## config.mk

```make
export PLATFORM = sky130hd
export DESIGN_NAME = lsu_bus_flat
export DESIGN_NICKNAME = d
export VERILOG_FILES = /design/src/rtl/lsu_pkg.sv /design/src/rtl/lsu_bus_if.sv /design/src/rtl/lsu_align.sv /design/src/rtl/lsu_bus.sv /design/src/flat_wrapper.sv
export SDC_FILE = /design/constraint.sdc
export NUM_CORES = 1
export LEC_CHECK = 0
export CAP_MARGIN = 20
export CORE_AREA = 4 4 122 112
export CTS_CLUSTER_SIZE = 40
export DETAILED_ROUTE_END_ITERATION = 7
export DIE_AREA = 0 0 126 116
export GPL_TIMING_DRIVEN = 0
export PLACE_DENSITY = 0.95
export SYNTH_ARGS = -nofsm -noshare
export SYNTH_HDL_FRONTEND = slang
export SYNTH_SLANG_ARGS = --single-unit
```

## constraint.sdc

```tcl
create_clock -name clk -period 3.17 [get_ports clk]
set_input_delay 0.317 -clock clk [delete_from_list [all_inputs] [get_ports clk]]
set_output_delay 0.317 -clock clk [all_outputs]
set_load 0.01 [all_outputs]
```

## src/rtl/lsu_pkg.sv

```systemverilog
`default_nettype none
// ============================================================================
// Module   : lsu_pkg
// Purpose  : Shared definitions for the load/store unit: RV32 funct3 width
//            codes, FSM state encoding and the default bus timeout.
// Ports    : none (package)
// Revision : 1.0 - initial release
// ============================================================================
package lsu_pkg;

   // RV32 load/store width codes carried in funct3
   localparam logic [2:0] F3_B  = 3'b000;
   localparam logic [2:0] F3_H  = 3'b001;
   localparam logic [2:0] F3_W  = 3'b010;
   localparam logic [2:0] F3_BU = 3'b100;
   localparam logic [2:0] F3_HU = 3'b101;

   // Maximum REQ cycles without bus_ready before the access is aborted
   localparam int TIMEOUT_DEFAULT = 255;

   typedef enum logic [1:0] {
      ST_IDLE = 2'd0,
      ST_REQ  = 2'd1,
      ST_DONE = 2'd2
   } lsu_state_t;

endpackage
`default_nettype wire

```

## src/rtl/lsu_bus_if.sv

```systemverilog
`default_nettype none
// ============================================================================
// Module   : lsu_bus_if
// Purpose  : Ready/valid data bus between the load/store unit and memory.
// Ports    : bus_valid/bus_we/bus_addr/bus_be/bus_wdata driven by the master;
//            bus_ready/bus_rdata/bus_err driven by the slave.
// Revision : 1.0 - initial release
// ============================================================================
interface lsu_bus_if;

   logic        bus_valid;
   logic        bus_ready;
   logic        bus_we;
   logic [31:0] bus_addr;
   logic [3:0]  bus_be;
   logic [31:0] bus_wdata;
   logic [31:0] bus_rdata;
   logic        bus_err;

   modport master (
      output bus_valid, bus_we, bus_addr, bus_be, bus_wdata,
      input  bus_ready, bus_rdata, bus_err
   );

   modport slave (
      input  bus_valid, bus_we, bus_addr, bus_be, bus_wdata,
      output bus_ready, bus_rdata, bus_err
   );

endinterface
`default_nettype wire

```

## src/rtl/lsu_align.sv

```systemverilog
`default_nettype none
// ============================================================================
// Module   : lsu_align
// Purpose  : Combinational data alignment for the load/store unit.
//            Request side: byte enables, store data replication and
//            misalignment / illegal-width detection.
//            Load side: shift the read word down and sign/zero extend.
// Ports    : req_funct3, req_addr_lo, req_wdata -> be, wdata_rep, fault
//            ld_funct3, ld_addr_lo, rdata       -> ld_data
// Revision : 1.0 - initial release
// ============================================================================
module lsu_align
   import lsu_pkg::*;
(
   input  logic [2:0]  req_funct3,
   input  logic [1:0]  req_addr_lo,
   input  logic [31:0] req_wdata,
   output logic [3:0]  be,
   output logic [31:0] wdata_rep,
   output logic        fault,
   input  logic [2:0]  ld_funct3,
   input  logic [1:0]  ld_addr_lo,
   input  logic [31:0] rdata,
   output logic [31:0] ld_data
);

   logic [31:0] w_shift;

   always_comb begin
      be        = 4'b0000;
      wdata_rep = req_wdata;
      fault     = 1'b0;
      case (req_funct3)
         F3_B, F3_BU: begin
            be        = 4'b0001 << req_addr_lo;
            wdata_rep = {4{req_wdata[7:0]}};
         end
         F3_H, F3_HU: begin
            be        = 4'b0011 << {req_addr_lo[1], 1'b0};
            wdata_rep = {2{req_wdata[15:0]}};
            fault     = req_addr_lo[0];
         end
         F3_W: begin
            be        = 4'b1111;
            fault     = |req_addr_lo;
         end
         default: fault = 1'b1;
      endcase
   end

   // Selected byte/half lands in the low bits before extension
   assign w_shift = rdata >> {ld_addr_lo, 3'b000};

   always_comb begin
      ld_data = w_shift;
      case (ld_funct3)
         F3_B:    ld_data = {{24{w_shift[7]}}, w_shift[7:0]};
         F3_BU:   ld_data = {24'd0, w_shift[7:0]};
         F3_H:    ld_data = {{16{w_shift[15]}}, w_shift[15:0]};
         F3_HU:   ld_data = {16'd0, w_shift[15:0]};
         default: ld_data = w_shift;
      endcase
   end

endmodule
`default_nettype wire

```

## src/rtl/lsu_bus.sv

```systemverilog
`default_nettype none
// ============================================================================
// Module   : lsu_bus
// Purpose  : Load/store unit bridging the rv32 memory-access stage to a
//            ready/valid data bus with wait states. One access-stage op
//            becomes one bus transaction; the pipeline is stalled until it
//            completes. Misaligned/illegal ops fault without touching the
//            bus; bus errors and timeouts are reported on err.
// Ports    : clk, rst (async, active-low)
//            req_valid/req_we/req_funct3/req_addr/req_wdata - access request
//            stall, rsp_valid, rsp_rdata, fault, err        - pipeline side
//            bus (lsu_bus_if.master)                        - data bus
// Revision : 1.0 - initial release
// ============================================================================
module lsu_bus
   import lsu_pkg::*;
#(
   parameter int TIMEOUT = TIMEOUT_DEFAULT
) (
   input  logic        clk,
   input  logic        rst,
   input  logic        req_valid,
   input  logic        req_we,
   input  logic [2:0]  req_funct3,
   input  logic [31:0] req_addr,
   input  logic [31:0] req_wdata,
   output logic        stall,
   output logic        rsp_valid,
   output logic [31:0] rsp_rdata,
   output logic        fault,
   output logic        err,
   lsu_bus_if.master   bus
);

   localparam logic [7:0] C_CNT_LAST = 8'(TIMEOUT - 1);

   lsu_state_t  r_state, w_state_nxt;
   logic [7:0]  r_cnt, w_cnt_nxt;
   logic        r_we;
   logic [31:0] r_addr;
   logic [3:0]  r_be;
   logic [31:0] r_wdata;
   logic [2:0]  r_funct3;
   logic [31:0] r_rdata;
   logic        r_err;

   logic [3:0]  w_be;
   logic [31:0] w_wdata_rep;
   logic        w_fault;
   logic [31:0] w_ld_data;
   logic        w_idle_req;
   logic        w_issue;
   logic        w_reject;
   logic        w_done;
   logic        w_tmo;

   lsu_align u_align (
      .req_funct3  (req_funct3),
      .req_addr_lo (req_addr[1:0]),
      .req_wdata   (req_wdata),
      .be          (w_be),
      .wdata_rep   (w_wdata_rep),
      .fault       (w_fault),
      .ld_funct3   (r_funct3),
      .ld_addr_lo  (r_addr[1:0]),
      .rdata       (bus.bus_rdata),
      .ld_data     (w_ld_data)
   );

   // The IDLE-cycle responses are combinational on req_valid, so they are
   // also gated by rst to keep every output low while reset is asserted.
   assign w_idle_req = rst && (r_state == ST_IDLE) && req_valid;
   assign w_issue    = w_idle_req && !w_fault;
   assign w_reject   = w_idle_req &&  w_fault;

   always_ff @(posedge clk or negedge rst) begin
      if (!rst) begin
         r_state <= ST_IDLE;
         r_cnt   <= 8'd0;
      end else begin
         r_state <= w_state_nxt;
         r_cnt   <= w_cnt_nxt;
      end
   end

   always_comb begin
      w_state_nxt = r_state;
      w_cnt_nxt   = r_cnt;
      w_done      = 1'b0;
      w_tmo       = 1'b0;
      case (r_state)
         ST_IDLE: begin
            w_cnt_nxt = 8'd0;
            if (w_issue) begin
               w_state_nxt = ST_REQ;
            end
         end
         ST_REQ: begin
            if (bus.bus_ready) begin
               w_done      = 1'b1;
               w_state_nxt = ST_DONE;
            end else if (r_cnt == C_CNT_LAST) begin
               w_tmo       = 1'b1;
               w_state_nxt = ST_DONE;
            end else begin
               w_cnt_nxt   = r_cnt + 8'd1;
            end
         end
         ST_DONE: w_state_nxt = ST_IDLE;
         default: w_state_nxt = ST_IDLE;
      endcase
   end

   always_ff @(posedge clk or negedge rst) begin
      if (!rst) begin
         r_we     <= 1'b0;
         r_addr   <= 32'd0;
         r_be     <= 4'd0;
         r_wdata  <= 32'd0;
         r_funct3 <= 3'd0;
         r_rdata  <= 32'd0;
         r_err    <= 1'b0;
      end else begin
         if (w_issue) begin
            r_we     <= req_we;
            r_addr   <= req_addr;
            r_be     <= w_be;
            r_wdata  <= w_wdata_rep;
            r_funct3 <= req_funct3;
         end
         if (w_done) begin
            r_rdata <= (r_we || bus.bus_err) ? 32'd0 : w_ld_data;
            r_err   <= bus.bus_err;
         end else if (w_tmo) begin
            r_rdata <= 32'd0;
            r_err   <= 1'b1;
         end
      end
   end

   assign stall     = w_issue || (r_state == ST_REQ);
   assign rsp_valid = w_reject || (r_state == ST_DONE);
   assign rsp_rdata = (r_state == ST_DONE) ? r_rdata : 32'd0;
   assign fault     = w_reject;
   assign err       = (r_state == ST_DONE) && r_err;

   assign bus.bus_valid = (r_state == ST_REQ);
   assign bus.bus_we    = (r_state == ST_REQ) && r_we;
   assign bus.bus_addr  = (r_state == ST_REQ) ? {r_addr[31:2], 2'b00} : 32'd0;
   assign bus.bus_be    = (r_state == ST_REQ) ? r_be : 4'd0;
   assign bus.bus_wdata = (r_state == ST_REQ) ? r_wdata : 32'd0;

endmodule
`default_nettype wire

```

## src/flat_wrapper.sv

```systemverilog
// flat-port wrapper written by rule: the top's interface ports become plain ports
module lsu_bus_flat import lsu_pkg::*;
#(
   parameter int TIMEOUT = TIMEOUT_DEFAULT
)
  (clk, rst, req_valid, req_we, req_funct3, req_addr, req_wdata, stall, rsp_valid, rsp_rdata, fault, err, bus_bus_valid, bus_bus_we, bus_bus_addr, bus_bus_be, bus_bus_wdata, bus_bus_ready, bus_bus_rdata, bus_bus_err);
  lsu_bus_if bus_i ();
  input  logic clk;
  input  logic rst;
  input  logic req_valid;
  input  logic req_we;
  input  logic [2:0] req_funct3;
  input  logic [31:0] req_addr;
  input  logic [31:0] req_wdata;
  output logic stall;
  output logic rsp_valid;
  output logic [31:0] rsp_rdata;
  output logic fault;
  output logic err;
  output wire logic [$bits(bus_i.bus_valid)-1:0] bus_bus_valid;
  output wire logic [$bits(bus_i.bus_we)-1:0] bus_bus_we;
  output wire logic [$bits(bus_i.bus_addr)-1:0] bus_bus_addr;
  output wire logic [$bits(bus_i.bus_be)-1:0] bus_bus_be;
  output wire logic [$bits(bus_i.bus_wdata)-1:0] bus_bus_wdata;
  input wire logic [$bits(bus_i.bus_ready)-1:0] bus_bus_ready;
  input wire logic [$bits(bus_i.bus_rdata)-1:0] bus_bus_rdata;
  input wire logic [$bits(bus_i.bus_err)-1:0] bus_bus_err;
  assign bus_bus_valid = bus_i.bus_valid;
  assign bus_bus_we = bus_i.bus_we;
  assign bus_bus_addr = bus_i.bus_addr;
  assign bus_bus_be = bus_i.bus_be;
  assign bus_bus_wdata = bus_i.bus_wdata;
  assign bus_i.bus_ready = bus_bus_ready;
  assign bus_i.bus_rdata = bus_bus_rdata;
  assign bus_i.bus_err = bus_bus_err;
  lsu_bus #(.TIMEOUT(TIMEOUT)) u_core (.clk(clk), .rst(rst), .req_valid(req_valid), .req_we(req_we), .req_funct3(req_funct3), .req_addr(req_addr), .req_wdata(req_wdata), .stall(stall), .rsp_valid(rsp_valid), .rsp_rdata(rsp_rdata), .fault(fault), .err(err), .bus(bus_i));
endmodule
```

==> results by stage <==
STA:
- The count of final hold-check violations is 0.
- The headroom to the max-slew limit is 30.4%.
- In the finished design, the share of the clock period the worst path needs comes to 94.6%.
- Setup repair after global routing left no endpoint under its margin.
- The number of max-slew violations in the final report is 0.
- The slew at the pin with the worst max-slew slack is 1.04 ns.
- Setup violations remaining at the end of the flow were counted as 0.
- On the final layout, the worst clock skew is 0.00649 ns.
- Subtracting the final worst setup slack from the clock period gives 3.00 ns.
- The fmax is 0.333 GHz.

Setup path:
- The delay contributed by the slowest stage of the critical path is 0.56 ns.
- The signal arrival time at the worst endpoint is 2.68 ns.
- The startpoint of the lowest-slack register-to-register path is u_core.r_cnt[0]$_DFFE_PN0P_.
- By instance count, the cell type seen most on the critical path is sky130_fd_sc_hd__clkbuf_1.
- The kind of cell adding the most delay to the critical path is buffers and inverters.
- The critical path class is flip-flop to output pin.
- The sum of buffers and inverters on the critical path is 3.
- In this run the worst path has a maximum fanout of 10.
- On the critical path, the stage with the largest delay is an instance of sky130_fd_sc_hd__clkdlybuf4s50_1.
- Traced cell by cell, the critical path runs through clkbuf_1 > nor2b_2 > clkbuf_1 > and2_1 > clkdlybuf4s50_1.
- The worst setup path startpoint is u_core.r_state[1]$_DFFE_PN0P_.
- The kind of end point of the critical path is an output pin.
- The data required time of the critical path is 2.85 ns.
- The type of element launching the critical path is a flip-flop.

Power:
- For this design the static power due to leakage is 3.92 nW.
- The worst-case IR drop observed on VDD is 411 uV.
- The areal power density over the cells is 597 nW/um2.

Floorplan:
- The core region area is 12500 um2.
- The number of cell rows is 39.
- The area of the die is 14600 um2.
- The number of primary I/O pins is 211.
- In this run the vertical extent of the chip is 116 um.
- The starting density of the core is 48.9%.
- From left edge to right edge, the die measures 126 um.

Route:
- The violation count after the first detailed-routing iteration is 558.
- The first-pass iteration count of the detailed router is 5.
- The total DRC errors in the routed layout is 0.
- The remaining antenna violation count is 0.
- The routed design has 20400 um of wire.
- The vias after detailed routing is 5648.
- The per-cell routed wire length is 20.5 um.
- After detailed routing, the number of vias per cell comes to 5.69.

Place:
- The number of placed cells counting well taps is 958.
- Summing all placed instances gives a cell area of 8410 um2.
- The final weighted congestion of routability-driven global placement is 0.935.
- Once detailed placement completed, the half-perimeter wirelength came to 14600 um.
- The port buffer count is 207.

Synthesis:
- A synthesized cell averages 10.4 um2.
- In the synthesized netlist the async set-or-reset flop fraction comes to 100%.
- Counting every instance in the synthesized netlist gives 585.
- By count the netlist is led by sky130_fd_sc_hd__dfrtp_1, sky130_fd_sc_hd__and2_1, sky130_fd_sc_hd__o21ai_0, sky130_fd_sc_hd__mux2_2, sky130_fd_sc_hd__nand2_1.
- Summing every instance area after synthesis gives 6100 um2.
- After synthesis, the largest area contributor takes up 47.1% of total cell area.
- After synthesis the netlist holds a flip-flop and latch count of 115.
- In the post-synthesis netlist, the biggest area contributors are sky130_fd_sc_hd__dfrtp_1, sky130_fd_sc_hd__and2_1, sky130_fd_sc_hd__mux2_2.
- The share of the yosys chip area belonging to registers is 47.1%.
- sky130_fd_sc_hd__dfrtp_1 is the most common cell in the netlist.
- Among all flip-flop cells after synthesis, the most frequent one is sky130_fd_sc_hd__dfrtp_1.
- Counting flops with a built-in enable in the synthesized netlist gives 0.
- Summed over all instances, the cell type with the most area after synthesis is sky130_fd_sc_hd__dfrtp_1.
- The count of synthesis-stage warnings from yosys is 0.
- The number of distinct library cells after synthesis is 51.

Clocking:
- The maximum number of buffers from clock root to sink is 2.
- The TritonCTS clock tree is built.
- CTS placed an instance of sky130_fd_sc_hd__clkbuf_16 at the clock tree root.
- The clock insertion delay at the later pin of the skew report is 0.42 ns.
- The tree built by TritonCTS fans out to 115 sinks.
- The CTS H-tree depth is 4.
- Buffers inserted during clock tree synthesis total 17.
- Clock-pin slew was measured on the worst setup and hold paths at 0.05 ns.

Cells and area:
- From synthesis to final layout, the design area changed by 49.5%.
- The repair_antennas step left the layout with diodes totalling 0.
- For this run, the number of standard cells in the final layout without fillers is 992.
- The ratio of cells with drive above 1 in the final layout is 14.9%.
- After routing the design area is 9130 um2.
- The filler cell count in the final layout is 858.
- In the final design database the tool counted 922 nets.

GRT:
- For this run the aggregate overflow at the end of global routing stands at 0.
- Entering global routing, the biggest net connects 77 pins.
- The overall track demand over capacity in global routing is 27.8%.
- The initial antenna violation count is 0.
- The global-route wire length before repair is 31300 um.
- The via count of the first global-routing pass is 5696.

Min path:
- The type of the worst min-delay path is input pin to async pin.

Status:
- The run finished with clean final reports.

Run:
- Max-cap violations in this run came to 0.
[layer usage]
metal | GRT usage [%] | share of wire (%) | vias to the layer above
li1 | - | - | 2523
met1 | 32.9 | 39 | 2723
met2 | 46.4 | 47 | 342
met3 | 11.1 | 10 | 60
met4 | 9.86 | 3.0 | 0
met5 | 0 | 0 | -
[flip-flops by register name, summed over array words and instances (netlist names)]
signal,count
u_core.r_cnt,8
u_core.r_addr,32
u_core.r_err,1
u_core.r_funct3,3
u_core.r_rdata,32
u_core.r_state,2
u_core.r_be,4
u_core.r_we,1
u_core.r_wdata,32
[power by group]
part	total [mW]	internal, mW	switching (mW)
clock network	2.07	1.39	0.680
registers	2.06	1.85	0.217
logic	1.32	0.705	0.613
[timing repair]
item,4_1_cts,5_1_grt
buffers inserted,0,0
hold buffers,4,0
gates resized for setup,2,2
hold endpoints to repair,39,0
endpoints found under the setup margin,19,3
[metrics by stage]
stage	setup slack (ns)	util [%]	hold slack, ns	setup TNS (ns)	power (mW)
floorplan	1.30	-	0.0214	0	2.76
global placement	-4.19	67.1	0.453	-574.41	3.26
detailed placement	0.133	67.4	0.248	0	3.34
CTS	0.0866	73.1	0.0385	0	5.45
global route	0.0722	73.0	0.0482	0	5.68
finish	0.171	73.0	0.0264	0	5.45
[cells by family (layout without fill, tap and decap cells)]
family                   count (synthesis)  after routing  synth area share, %
adder cells (fa/ha/maj)                  2              2                0.410
buffers and inverters                   51            293                 3.79
AO/OA/AOI/OAI                          122            122                 13.6
multiplexers                            91             91                 16.2
AND/OR/NAND/NOR                        203            203                 18.8
other                                    1              2               0.0614
flip-flops                             115            115                 47.1
[tightest hold or removal path: cells and delay by family]
family	cells	cell delay (ns)
buffers and inverters	3	0.53
[worst paths after layout]
check / slack, ns / depth (start not counted) / endpoint
worst max-delay path: 0.17 / 5 / rsp_rdata[9]
worst min-delay path: 0.03 / 3 / u_core.r_rdata[16]$_DFFE_PN0P_
worst max register to register: 0.77 / 7 / u_core.r_rdata[29]$_DFFE_PN0P_
worst min register to register: 0.47 / 2 / u_core.r_be[0]$_DFFE_PN0P_
max in group asynchronous: 2.42 / 4 / u_core.r_addr[11]$_DFFE_PN0P_
min in group clk: 0.47 / 2 / u_core.r_be[0]$_DFFE_PN0P_
[cell type report]
class | count | area (um2) | share of cell area [%]
Sequential cell | 115 | 2880 | 31.5
Timing Repair Buffer | 212 | 2180 | 23.9
Inverter | 5 | 18.8 | 0.206
Clock inverter | 11 | 155 | 1.70
Clock buffer | 21 | 480 | 5.27
Tap cell | 164 | 205 | 2.25
Multi-Input combinational cell | 420 | 3000 | 32.9
Buffer | 44 | 208 | 2.28
[cell usage in the layout (no fill, tap or decap), types with 3 or more instances in the layout]
master	Yosys	routed
sky130_fd_sc_hd__clkdlybuf4s50_1	0	206
sky130_fd_sc_hd__dfrtp_1	115	115
sky130_fd_sc_hd__and2_1	100	100
sky130_fd_sc_hd__o21ai_0	49	49
sky130_fd_sc_hd__mux2_2	47	47
sky130_fd_sc_hd__nand2_1	45	45
sky130_fd_sc_hd__mux2i_1	40	40
sky130_fd_sc_hd__a21oi_1	24	24
sky130_fd_sc_hd__clkbuf_1	26	22
sky130_fd_sc_hd__nor2_1	18	18
sky130_fd_sc_hd__clkbuf_16	0	17
sky130_fd_sc_hd__buf_2	11	11
sky130_fd_sc_hd__a221o_2	10	10
sky130_fd_sc_hd__nand3b_1	8	8
sky130_fd_sc_hd__a22o_1	8	8
sky130_fd_sc_hd__nand3_1	7	7
sky130_fd_sc_hd__a221o_1	7	7
sky130_fd_sc_hd__o2bb2ai_1	7	7
sky130_fd_sc_hd__clkinv_2	0	7
sky130_fd_sc_hd__inv_1	5	5
sky130_fd_sc_hd__nand2b_1	4	4
sky130_fd_sc_hd__a31oi_1	4	4
sky130_fd_sc_hd__buf_1	4	4
sky130_fd_sc_hd__clkbuf_8	0	4
sky130_fd_sc_hd__bufinv_16	0	4
sky130_fd_sc_hd__or2_2	3	3
sky130_fd_sc_hd__mux2_1	3	3
sky130_fd_sc_hd__nor2b_1	4	3
sky130_fd_sc_hd__buf_4	3	3
sky130_fd_sc_hd__buf_6	2	3
Power figures use the tool's default switching activity.
